## config.mk

```make
export PLATFORM = sky130hd
export DESIGN_NAME = capi_parerr_capture
export DESIGN_NICKNAME = d
export VERILOG_FILES = /design/src/rtl/capi_parerr_capture.sv
export SDC_FILE = /design/constraint.sdc
export NUM_CORES = 1
export LEC_CHECK = 0
export ABC_AREA = 1
export BUFFER_PORTS_ARGS = -buffer_cell sky130_fd_sc_hd__buf_4
export CAP_MARGIN = 5
export CORE_MARGIN = 2
export CORE_UTILIZATION = 56
export CTS_BUF_LIST = sky130_fd_sc_hd__clkbuf_8
export CTS_CLUSTER_DIAMETER = 30
export DETAILED_ROUTE_END_ITERATION = 16
export GPL_ROUTABILITY_DRIVEN = 0
export PLACE_DENSITY_LB_ADDON = 0.1
export SYNTH_ARGS = -nofsm -noshare
export SYNTH_HDL_FRONTEND = slang
export SYNTH_SLANG_ARGS = --single-unit
```

## constraint.sdc

```tcl
create_clock -name clk -period 3.06 [get_ports clk]
set_clock_uncertainty 0.15 [all_clocks]
set_input_delay 0.459 -clock clk [delete_from_list [all_inputs] [get_ports clk]]
set_output_delay 0.459 -clock clk [all_outputs]
set_load 0.02 [all_outputs]
```

## src/rtl/capi_parerr_capture.sv

```systemverilog
`default_nettype none
// ============================================================================
// Module   : capi_parerr_capture
// Brief    : Gathers parity-check error pulses into sticky/first-error/count
//            state and raises a single-shot valid/ready interrupt request.
// Revision : 1.0 - initial release
// ============================================================================
module capi_parerr_capture #(
    parameter int NCHK   = 8,
    parameter int IDW    = 3,
    parameter int CWIDTH = 8
) (
    input  logic              clk,
    input  logic              reset,
    input  logic [NCHK-1:0]   i_err,
    input  logic [NCHK-1:0]   i_mask,
    input  logic              i_clr,
    output logic [NCHK-1:0]   o_sticky,
    output logic              o_first_v,
    output logic [IDW-1:0]    o_first_id,
    output logic [CWIDTH-1:0] o_cnt,
    output logic              o_fatal,
    output logic              o_intr_v,
    input  logic              i_intr_r
);

    typedef enum logic [1:0] {
        ST_IDLE = 2'd0,
        ST_REQ  = 2'd1,
        ST_DONE = 2'd2
    } state_t;

    localparam logic [CWIDTH-1:0] c_cnt_max = {CWIDTH{1'b1}};

    state_t             r_state;
    state_t             w_state_next;
    logic [NCHK-1:0]    r_sticky;
    logic               r_first_v;
    logic [IDW-1:0]     r_first_id;
    logic [CWIDTH-1:0]  r_cnt;
    logic               r_fatal;
    logic               r_intr_v;

    logic [NCHK-1:0]    w_u;
    logic               w_any;
    logic [NCHK-1:0]    w_sticky_next;
    logic [IDW-1:0]     w_low_id;
    logic               w_first_v_next;
    logic [IDW-1:0]     w_first_id_next;
    logic [CWIDTH-1:0]  w_cnt_base;
    logic [CWIDTH-1:0]  w_cnt_next;
    logic               w_fatal_next;

    assign w_u           = i_err & ~i_mask;
    assign w_any         = |w_u;
    assign w_sticky_next = (i_clr ? '0 : r_sticky) | i_err;
    assign w_fatal_next  = |(w_sticky_next & ~i_mask);
    assign w_cnt_base    = i_clr ? '0 : r_cnt;

    // Scan downward so the lowest set index is the last one written.
    always_comb begin
        w_low_id = '0;
        for (int k = NCHK - 1; k >= 0; k--) begin
            if (w_u[k]) begin
                w_low_id = IDW'(k);
            end
        end
    end

    always_comb begin
        w_first_v_next  = r_first_v;
        w_first_id_next = r_first_id;
        if ((!r_first_v || i_clr) && w_any) begin
            w_first_v_next  = 1'b1;
            w_first_id_next = w_low_id;
        end else if (i_clr) begin
            w_first_v_next  = 1'b0;
            w_first_id_next = '0;
        end
    end

    always_comb begin
        w_cnt_next = w_cnt_base;
        if (w_any && (w_cnt_base != c_cnt_max)) begin
            w_cnt_next = w_cnt_base + 1'b1;
        end
    end

    // A clear overrides any acceptance and re-arms, requesting again if an
    // unmasked error lands in the same cycle.
    always_comb begin
        w_state_next = r_state;
        if (i_clr) begin
            w_state_next = w_any ? ST_REQ : ST_IDLE;
        end else begin
            case (r_state)
                ST_IDLE: if (w_any)    w_state_next = ST_REQ;
                ST_REQ:  if (i_intr_r) w_state_next = ST_DONE;
                ST_DONE: w_state_next = ST_DONE;
                default: w_state_next = ST_IDLE;
            endcase
        end
    end

    always_ff @(posedge clk or negedge reset) begin
        if (!reset) begin
            r_state    <= ST_IDLE;
            r_sticky   <= '0;
            r_first_v  <= 1'b0;
            r_first_id <= '0;
            r_cnt      <= '0;
            r_fatal    <= 1'b0;
            r_intr_v   <= 1'b0;
        end else begin
            r_state    <= w_state_next;
            r_sticky   <= w_sticky_next;
            r_first_v  <= w_first_v_next;
            r_first_id <= w_first_id_next;
            r_cnt      <= w_cnt_next;
            r_fatal    <= w_fatal_next;
            r_intr_v   <= (w_state_next == ST_REQ);
        end
    end

    assign o_sticky   = r_sticky;
    assign o_first_v  = r_first_v;
    assign o_first_id = r_first_id;
    assign o_cnt      = r_cnt;
    assign o_fatal    = r_fatal;
    assign o_intr_v   = r_intr_v;

endmodule
`default_nettype wire

```

---- Word-level counts from Yosys, hierarchy flattened ----
Cells that the tools add are included.
cells by class
  add/subtract/negate cells ............... 1
  equality and inequality tests ........... 4
  multiplexer cells ....................... 20
  bitwise gates (word level) .............. 4
  reductions and logical operators ........ 8
operators with widths
  kind                 count
  $mux 3               10
  $mux 8               3
  $and 8x8->8          2
  $reduce_or 8->1      2
  $add 8x1->8 const B  1
  $ne 8x8->1 const B   1
  $not 8->8            1
  $or 8x8->8           1
  $mux 2               3
  $pmux 2 s3           1
  $eq 2x1->1 const B   2
  $mux 1               3
  $eq 2x2->1 const B   1
  $logic_and 1x1->1    2
  $logic_not 2->1      1
  $reduce_bool 2->1    1
  $logic_not 1->1      1
  $logic_or 1x1->1     1
word-level totals
  bits in registers ....................... 24
  input bits .............................. 20
  logic and storage cells ................. 44

---- Depth between registers and ports, before layout ----
Gate-level depths: netlist of run 1.
  word-level depth ........................ 11
  gate-level depth with buffers ........... 12
  mapped depth without buffers ............ 11

---- Worst setup path after synthesis of run 1 ----
Ideal clock, no wire load.
  kind .................................... input port to flip-flop
  from .................................... input i_clr
  to ...................................... register r_cnt[5], in the netlist o_cnt[5]
  setup time .............................. 0.117 ns
  arrival time ............................ 1.565 ns
  data required time ...................... 2.793 ns
  setup slack ............................. 1.227 ns
  stages on the path ...................... 12
  cell sequence ........................... buf_6 > inv_2 > nand2_1 > inv_1 > ha_1 > nand3_1 > nor2_2 > nand2_2 > nand2_4 > inv_4 > nand2_1 > nand2_1
between the ends
  longest elaborated chain between the ends .. 4
  elaborated cells between the ends (all ways) .. 5
  classes of those cells .................. add/sub: 1; eq/ne: 1; mux: 2; reduce/logical: 1
ends and longest elaborated chain
  element                                              RTL line  text
  start, declared                                      17        input logic i_clr,
  $mux 8 (*)                                           58        assign w_cnt_base = i_clr ? '0 : r_cnt;
  branches (longest 2 deep; another with $add 8x1->8)  n/a
  $mux 8 (*)                                           84        if (w_any && (w_cnt_base != c_cnt_max)) begin
  named net w_cnt_next[5]                              51        logic [CWIDTH-1:0] w_cnt_next;
  end signal, assigned                                 119       r_cnt <= w_cnt_next;
  end, declared                                        40        logic [CWIDTH-1:0] r_cnt;
Mark *: on every way through the listed nets, which the timed path passes.
A chain may end at the register's enable or synchronous reset.

---- Worst setup path after layout of run 1 ----
  from .................................... input i_clr
  to ...................................... register r_cnt[4], in the netlist o_cnt[4]
Same word-level chain as after synthesis.

==> results of run 1 <==
-- timing repair --
item,CTS,global route
setup endpoints to repair,0,0
hold endpoints to repair,24,0
hold buffers,1,0
-- sequential cells by signal, summed over array words and instances (netlist names) --
signal      flops
o_intr_v        1
o_cnt           8
r_state         2
o_fatal         1
o_sticky        8
o_first_id      3
o_first_v       1
-- worst max path at each step --
stage	startpoint	to	slack, ns	cells after the start
2_1_floorplan	i_clr	o_cnt[5]	1.23	12
3_3_place_gp	i_clr	o_cnt[2]	0.95	12
3_5_place_dp	i_clr	o_cnt[4]	0.84	12
4_1_cts	i_clr	o_cnt[4]	1.11	12
5_1_grt	i_clr	o_cnt[3]	0.95	12
6_report	i_clr	o_cnt[4]	1.08	12
-- layer usage --
metal / share of wire (%) / up-vias / routed length (um)
li1: - / 611 / -
met1: 41 / 563 / 1178
met2: 52 / 47 / 1486
met3: 5.5 / 8 / 157
met4: 1.7 / 0 / 48
met5: 0 / - / 0
-- worst max-delay path: stages --
cell and delay [ns]:
buf_4 0.16, inv_2 0.23, nand2_1 0.15, inv_1 0.08, ha_1 0.20, nand3_1 0.16, nor2_2 0.15, nand2_2 0.08
nand2_4 0.12, inv_4 0.06, nand2_1 0.06, nand2_1 0.06
-- through the flow --
step	hold WS, ns	total power, mW	instance area, sq um
after floorplan	0.01341	0.4748	1291
after global routing	0.2557	0.8003	1677
after detailed placement	0.2234	0.5579	1612
after CTS	0.2450	0.7670	1677
final	0.2479	0.7615	1677
after global placement	0.2186	0.5517	1612
-- layout make-up --
class,count,area (sq um)
Timing Repair Buffer,42,317.8
Sequential cell,24,600.6
Clock buffer,4,55.05
Multi-Input combinational cell,119,571.8
Tap cell,28,35.03
Fill cell,174,514.2
Inverter,25,96.34
-- cell families after synthesis --
kind of cell	Yosys count	share of synthesized area, %
AO/OA/AOI/OAI	18	8.915
adder cells (fa/ha/maj)	1	0.9688
flip-flops	24	46.51
buffers and inverters	27	9.205
XOR/XNOR	5	3.391
AND/OR/NAND/NOR	95	31.01
-- synthesized netlist by cell type, types with 2 or more instances --
master	count	area share, %
inv_1	23	6.7
nand3_1	9	3.5
o41ai_1	2	1.4
xor2_1	4	2.7
nand2_2	2	0.97
nor2_1	11	3.2
a21oi_1	4	1.6
dfrtp_1	24	47
a21o_1	7	4.1
o21ai_0	5	1.9
nor2_2	2	0.97
nand2_1	66	19
buf_6	2	1.7
-- cells in the final DEF (no fill, tap or decap), drive strengths merged --
master and count:
o41ai 2, ha 1, buf 41, xor2 4, a21o 7, dlygate4sd3 1
nor3 1, clkbuf 4, inv 25, xnor2 1, nand2 69, nand4 1
o21ai 5, nand3 9, dfrtp 24, nand3b 1, a21oi 4, nor2 14
-- power breakdown --
part	switching, mW	internal [mW]	total, mW	leakage (nW)
sequential	0.0188	0.346	0.364	0.286
combinational	0.110	0.0780	0.188	0.649
clock	0.0942	0.115	0.209	0.0288
==> results.ini, run 1 <==
[run_status]
status = complete, no violations

[yosys]
synthesis.nets = 191
syn_avg_cell_area_sq_um = 7.596
synth-async-reset-ratio_pct = 100.0
synthCells = 170
ys_warn_count = 0
synth_seq_area_share_pct = 46.51
synth_seq_cells = 24
synth.distinct_cells = 22
synth-edff-count = 0
synth_flop_cell = dfrtp_1
synth_area_sq_um = 1291

[drt]
dr.first_iter.drc_count = 30
vias_per_cell = 5.079
ant_nets = 0
wl_per_cell_um = 11.87
drc = 0
vias = 1229
firstDrtPassIters = 5
routed_wl_mm = 2.872

[floorplan]
die_w_um = 52.02
rows = 17
core_area_sq_um = 2191
floorplan.initialDensity_pct = 58.94
die_area_sq_um = 2706
io-pin-count = 42
die_height_um = 52.02

[sta]
final.setup.tns_ns = 0
finalHoldViolCount = 0
rsz0062_at_grt = false
fmax_mhz = 506.2
worst_pin_slew_ns = 0.4561
slew_headroom_pct = 69.36
finalWorstSetupSlack_ns = 1.085
min_period_ns = 1.975
setup_violations = 0
report.final.slew_viol_count = 0
fin_crit_sh_pct = 64.56

[layout]
utilization_pct = 76.53
nNetsFinal = 236
num_antenna_cells = 0
final_cells = 242
area_growth_pct = 29.85
layout-drive-gt1-share_pct = 24.77

[setup_path]
worstPathMaxFanout = 16
cp-start-kind = input port
timing.rr.start = o_cnt[1]
critPathKind = in2reg
crit_path_end_kind = register
critical_path_required_ns = 3.06
r2r_end = o_cnt[4]
ff2ff_setup_slack_ns = 1.30
cp.arrival_ns = 1.98
reg2reg_depth = 10

[clocking]
cts_root_buffer = clkbuf_8
postCtsResizedCells = 0
clock_latency_ns = 0.26
cts_sinks = 24
cts_buffer_depth = 2
postCtsSetupBuffers = 0
htree_levels = 1
cts_tree = done
clk_pin_slew_ns = 0.08
numCtsBuffers = 3

[global_route]
grt-ovfl-total = 0
grt_max_degree = 25
grt_pass1_wl_mm = 4.788
grt_use_met3_pct = 2.874
track_usage_pct = 23.67
busiest_layer = met2
use_met1_pct = 27.27
grt_pass1_vias = 1180
antenna_found_initial = 0
use_met2_pct = 44.09

[placement]
dp_slack_ns = 0.8358
place_inst = 237
hpwl_mm = 2.237
port_buffers = 41

[power]
power_density_nw_per_um2 = 454.2
peakVddDrop_v = 0.0003323
p_leak_nw = 0.9643

[min_path]
hold_start = i_intr_r
min_to = o_intr_v
whs_path_depth = 2
min_path_type = in2reg

[job]
drv_cap = 0

No activity file was read; power rests on OpenSTA's default activity.
==> inputs of run 2 (changes only) <==
Settings changed: CORE_UTILIZATION 56 to 52.
Clock period 3.06 ns to 2 ns, I/O delays scaled along.
==> run 2 against run 1 <==
  * Highest routed layer unchanged
  * Flip-flop and latch count unchanged
  * First-iteration DRC count down 50%
  * Routed wire length down 5.4%
  * Design area down 0.22%
  * Via count down 3.0%
  * Clock power up 33%
  * Critical endpoint is now o_cnt[7]
  * Register-to-register slack worse by 1.0 ns
  * Critical path type is now reg2reg
  * Critical path depth down 2
==> results.ini, run 2 (same netlist as run 1, synthesis figures left out) <==
[setup_path]
worstPathMaxFanout = 9  ; -7
cp-start-kind = register
crit_path_end_kind = register
cpMostUsedCell = nand2_1
slowest_delay_ns = 0.37  ; +0.14 ns
cp.arrival_ns = 1.71  ; -0.27 ns
critical_path_required_ns = 2.00  ; -1.06 ns
worstPathCellList = inv_1 -> nor2_1 -> ha_1 -> nand3_1 -> nor2_2 -> nand2_2 -> nand2_4 -> inv_4 -> nand2_1 -> nand2_1
timing.rr.start = o_cnt[1]
startpoint = o_cnt[1]
critPathKind = reg2reg
cpMaxStageDelayCell = dfrtp_1

[drt]
ant_nets = 0  ; unchanged
dr.first_iter.drc_count = 15  ; -50%
vias_per_cell = 4.885  ; -3.8%
vias = 1192  ; -3.0%
routed_wl_mm = 2.717  ; -5.4%
wl_per_cell_um = 11.14  ; -6.2%
drc = 0  ; unchanged
firstDrtPassIters = 4  ; -1

[layout]
area_growth_pct = 29.55
num_antenna_cells = 0  ; unchanged
layout_common_cells = nand2_1, buf_4, dfrtp_1
fin_area_sq_um = 1673  ; -0.22%
layout-drive-gt1-share_pct = 24.77  ; unchanged
final_common_cell = nand2_1
nNetsFinal = 237  ; +0.42%

[global_route]
antenna_found_initial = 0  ; unchanged
grt_max_degree = 25  ; unchanged
grt_use_met3_pct = 2.778  ; -0.096 points
grt-ovfl-total = 0  ; unchanged
track_usage_pct = 20.99  ; -2.7 points
use_met1_pct = 25.80  ; -1.5 points
busiest_layer = met2
grt_pass1_wl_mm = 4.402  ; -8.1%
use_met2_pct = 36.59  ; -7.5 points
grt_pass1_vias = 1101  ; -6.7%

[power]
p_leak_nw = 0.9620  ; -0.25%
power_density_nw_per_um2 = 668.8  ; +47%
peakVddDrop_v = 0.0005021  ; +51%

[floorplan]
core_area_sq_um = 2410  ; +10%
io-pin-count = 42  ; unchanged
die_height_um = 53.83  ; +3.5%
die_w_um = 53.83  ; +3.5%
die_area_sq_um = 2898  ; +7.1%
floorplan.initialDensity_pct = 53.58  ; -5.4 points
rows = 18  ; +1

[job]
drv_cap = 0  ; unchanged

[sta]
report.final.slew_viol_count = 0  ; unchanged
slew_headroom_pct = 68.87  ; -0.49 points
final.setup.tns_ns = 0  ; unchanged
min_period_ns = 1.711
fmax_mhz = 584.4
finalHoldViolCount = 0  ; unchanged
worst_pin_slew_ns = 0.4634  ; +0.007331 ns
fin_crit_sh_pct = 85.56
setup_violations = 0  ; unchanged
rsz0062_at_grt = false

[clocking]
htree_levels = 1  ; unchanged
numCtsBuffers = 3  ; unchanged
postCtsSetupBuffers = 0  ; unchanged
clk_pin_slew_ns = 0.08  ; about the same
clock_latency_ns = 0.26  ; about the same
cts_root_buffer = clkbuf_8
cts_tree = done
cts_buffer_depth = 2  ; unchanged
cts_sinks = 24  ; unchanged

[placement]
port_buffers = 41  ; unchanged
placed_area_sq_um = 1622  ; +0.62%
hpwl_mm = 2.143  ; -4.2%

[run_status]
status = complete, no violations

[min_path]
hold_start = i_err[2]
min_path_type = in2reg

## run 2: changes by cell type in the layout (fill, tap and decap cells not counted), sizes merged
cell | previous run | this run
buf | 41 | 42
clkbuf | 4 | 3
## run 2: path summary, 6_finish.rpt
| kind | end | slack (ns) | cells past startpoint |
|---|---|---|---|
| max in group asynchronous | r_state[0] | 1.13 | 2 |
| worst max-delay path | o_cnt[7] | 0.29 | 10 |
| worst min register to register | o_intr_v | 0.33 | 1 |
| min in group asynchronous | o_cnt[0] | 0.32 | 2 |
| worst min-delay path | o_sticky[2] | 0.09 | 2 |
| worst max register to register | o_cnt[7] | 0.29 | 10 |
## run 2: layout make-up
type	instances	area (sq um)
Sequential cell	24	600.6
Fill cell	207	737.0
Tap cell	30	37.54
Inverter	25	96.34
Clock buffer	3	41.29
Timing Repair Buffer	43	325.3
Multi-Input combinational cell	119	571.8
## run 2: metrics by stage
stage	instances	hold slack, ns	worst slack, ns	power (mW)	utilization, %
after floorplan	170	-0.1456	0.3251	0.7265	-
after global placement	240	0.06428	0.2736	0.8465	67.29
after global routing	244	0.08831	0.1370	1.182	69.42
final	244	0.09237	0.2887	1.119	69.42
after CTS	244	0.08652	0.2763	1.129	69.42
after detailed placement	240	0.07268	0.1932	0.8537	67.29
## run 2: report_power, final
group	internal [mW]	switching, mW
Clock	0.134	0.142
Combinational	0.120	0.167
Sequential	0.529	0.0260
Total	0.783	0.335
## run 2: metal layers
metal / vias to the layer above / wire (um)
met3: 2 / 98
li1: 613 / -
met2: 28 / 1403
met4: 0 / 17
met1: 549 / 1198
met5: - / 0
## run 2: worst max-delay path, delay by kind of cell (launching register included)
| kind | cells | cell delay (ns) |
|---|---|---|
| fa+ha+maj | 1 | 0.21 |
| buf+inv | 2 | 0.13 |
| flops | 1 | 0.37 |
| simple gates | 7 | 0.74 |
## run 2: timing repair
| item | 4_1_cts | 5_1_grt |
|---|---|---|
| resized for setup | 0 | 0 |
| hold buffers | 1 | 0 |
| endpoints found under the hold margin | 24 | 0 |
==> inputs of run 3 (changes only) <==
==> constraint.sdc (replaced) <==
create_clock -name clk -period 2 [get_ports clk]
set_clock_uncertainty 0.15 [all_clocks]
set_input_delay 0.2 -clock clk [delete_from_list [all_inputs] [get_ports clk]]
set_output_delay 0.2 -clock clk [all_outputs]
set_load 0.02 [all_outputs]
==> run 3 against run 2 <==
  * Clock power hardly changed
  * Maximum frequency is 2.0% lower
  * Power is 1.5% higher
  * Routed wire length is 10% higher
  * Critical path type unchanged
==> results.ini, run 3 (same netlist as run 1, synthesis figures left out) <==
[power]
p_int_uw = 791.2  ; +1.0%
power_frac_comb_pct = 26.5  ; +0.8 points
seq_power_share_pct = 48.9  ; -0.7 points
pwr-share-clk_pct = 24.6  ; about the same
peakVddDrop_v = 0.0004409  ; -12%
p_sw_uw = 344.0  ; +2.6%
switching_share_pct = 30.31  ; +0.33 points
p_leak_nw = 0.9870  ; +2.6%
power_density_nw_per_um2 = 655.1  ; -2.0%

[layout]
regArea_sq_um = 600.6  ; unchanged
fin_area_sq_um = 1733  ; +3.6%
num-fill-cells = 185  ; -11%
nNetsFinal = 243  ; +2.5%
area_growth_pct = 34.21
multiInputGateArea_sq_um = 571.8  ; unchanged
final_common_cell = nand2_1
num_antenna_cells = 0  ; unchanged
layout_common_cells = nand2_1, buf_4, dfrtp_1
layout-drive-gt1-share_pct = 24.09  ; -0.68 points

[global_route]
antenna_found_initial = 0  ; unchanged
grt_pass1_vias = 1152  ; +4.6%
grt_pass1_wl_mm = 4.912  ; +12%
track_usage_pct = 23.79  ; +2.8 points
grt-ovfl-total = 0  ; unchanged
grt_max_degree = 25  ; unchanged

[clocking]
cts_tree = done
clk_pin_slew_ns = 0.08  ; about the same
clock_latency_ns = 0.26  ; about the same
htree_levels = 1  ; unchanged
cts_root_buffer = clkbuf_8
cts_sinks = 24  ; unchanged
cts_buffer_depth = 2  ; unchanged
postCtsResizedCells = 0  ; unchanged
numCtsBuffers = 3  ; unchanged

[sta]
slew_headroom_pct = 71.43  ; +2.6 points
rsz0062_at_grt = false
fmax_mhz = 573.0  ; -2.0%
setup_violations = 0  ; unchanged
min_period_ns = 1.745  ; +0.03406 ns
finalHoldViolCount = 0  ; unchanged
report.final.slew_viol_count = 0  ; unchanged
final.setup.tns_ns = 0  ; unchanged
fin_crit_sh_pct = 87.27  ; +1.7 points
worst_pin_slew_ns = 0.4252  ; -0.03821 ns
worst_hold_slack_ns = 0.004481  ; -0.08789 ns
finalWorstSetupSlack_ns = 0.2547  ; -0.03406 ns

[placement]
dp_slack_ns = 0.2672  ; +0.07406 ns
port_buffers = 41  ; unchanged
placed_area_sq_um = 1622  ; unchanged
hpwl_mm = 2.241  ; +4.6%

[setup_path]
crit_buf_inv = 1  ; -1
critical_path_required_ns = 2.02  ; +0.02 ns
crit_path_end_kind = register
cpMaxStageDelayCell = dfrtp_1
worstPathMaxFanout = 9  ; unchanged
cp_top_family = simple AND/OR/NAND/NOR gates
worstPathCellList = inv_1 -> nor2_1 -> ha_1 -> nand3_1 -> nor2_2 -> nand2_2 -> nand2_4 -> xor2_1
critPathKind = reg2reg
slowest_delay_ns = 0.38  ; about the same
cp-start-kind = register
cp.arrival_ns = 1.76  ; +0.05 ns

[floorplan]
die_height_um = 53.83  ; unchanged
rows = 18  ; unchanged
floorplan.initialDensity_pct = 53.58  ; unchanged
die_w_um = 53.83  ; unchanged
io-pin-count = 42  ; unchanged
core_area_sq_um = 2410  ; unchanged
die_area_sq_um = 2898  ; unchanged

[drt]
routed_wl_mm = 2.993  ; +10%
ant_nets = 0  ; unchanged
dr.first_iter.drc_count = 18  ; +3
vias_per_cell = 4.964  ; +1.6%
wl_per_cell_um = 11.97  ; +7.5%
vias = 1241  ; +4.1%
firstDrtPassIters = 4  ; unchanged
drc = 0  ; unchanged

[run_status]
status = complete, no violations

[job]
drv_cap = 0  ; unchanged

[min_path]
min_path_type = in2reg

-- run 3: metrics by stage --
| stage | std cells | util (%) | total power [mW] |
|---|---|---|---|
| after floorplan | 170 | - | 0.7265 |
| after global placement | 240 | 67.29 | 0.8459 |
| after detailed placement | 240 | 67.29 | 0.8556 |
| after CTS | 250 | 71.91 | 1.141 |
| after global routing | 250 | 71.91 | 1.203 |
| final | 250 | 71.91 | 1.135 |
-- run 3: what timing repair did --
item	4_1_cts	5_1_grt
hold buffers	7	0
setup endpoints to repair	0	0
setup buffers	0	0
endpoints found under the hold margin	31	0
-- run 3: final cells by class --
cell class	instances	share of cell area, %
Inverter	25	5.560
Tap cell	30	2.166
Multi-Input combinational cell	119	33.00
Clock buffer	3	2.383
Timing Repair Buffer	49	22.24
Sequential cell	24	34.66
-- run 3: path summary, 6_finish.rpt --
kind	startpoint	to	slack (ns)	cells after the start
setup / recovery	o_cnt[1]	o_cnt[0]	0.25	8
setup reg to reg	o_cnt[1]	o_cnt[0]	0.25	8
hold / removal	i_err[6]	o_sticky[6]	0.004	2
min in group asynchronous	reset	o_cnt[2]	0.22	2
max in group asynchronous	reset	r_state[1]	1.25	2
hold reg to reg	r_state[1]	r_state[0]	0.32	1
-- run 3: power by group through the flow --
stage               registers (mW)  clock network (mW)  logic (mW)
global placement             0.563                   0       0.282
finish                       0.556               0.279       0.301
floorplan                    0.610                   0       0.116
CTS                          0.556               0.284       0.302
detailed placement           0.566                   0       0.290
global route                 0.562               0.307       0.334
-- run 3: routing by layer --
layer | up-vias | part of all wire, % | GRT usage, %
met5 | - | 0 | 0
met4 | 0 | 3.2 | 12.39
met3 | 10 | 4.7 | 3.611
met2 | 39 | 52 | 41.87
met1 | 571 | 40 | 27.66
li1 | 621 | - | -
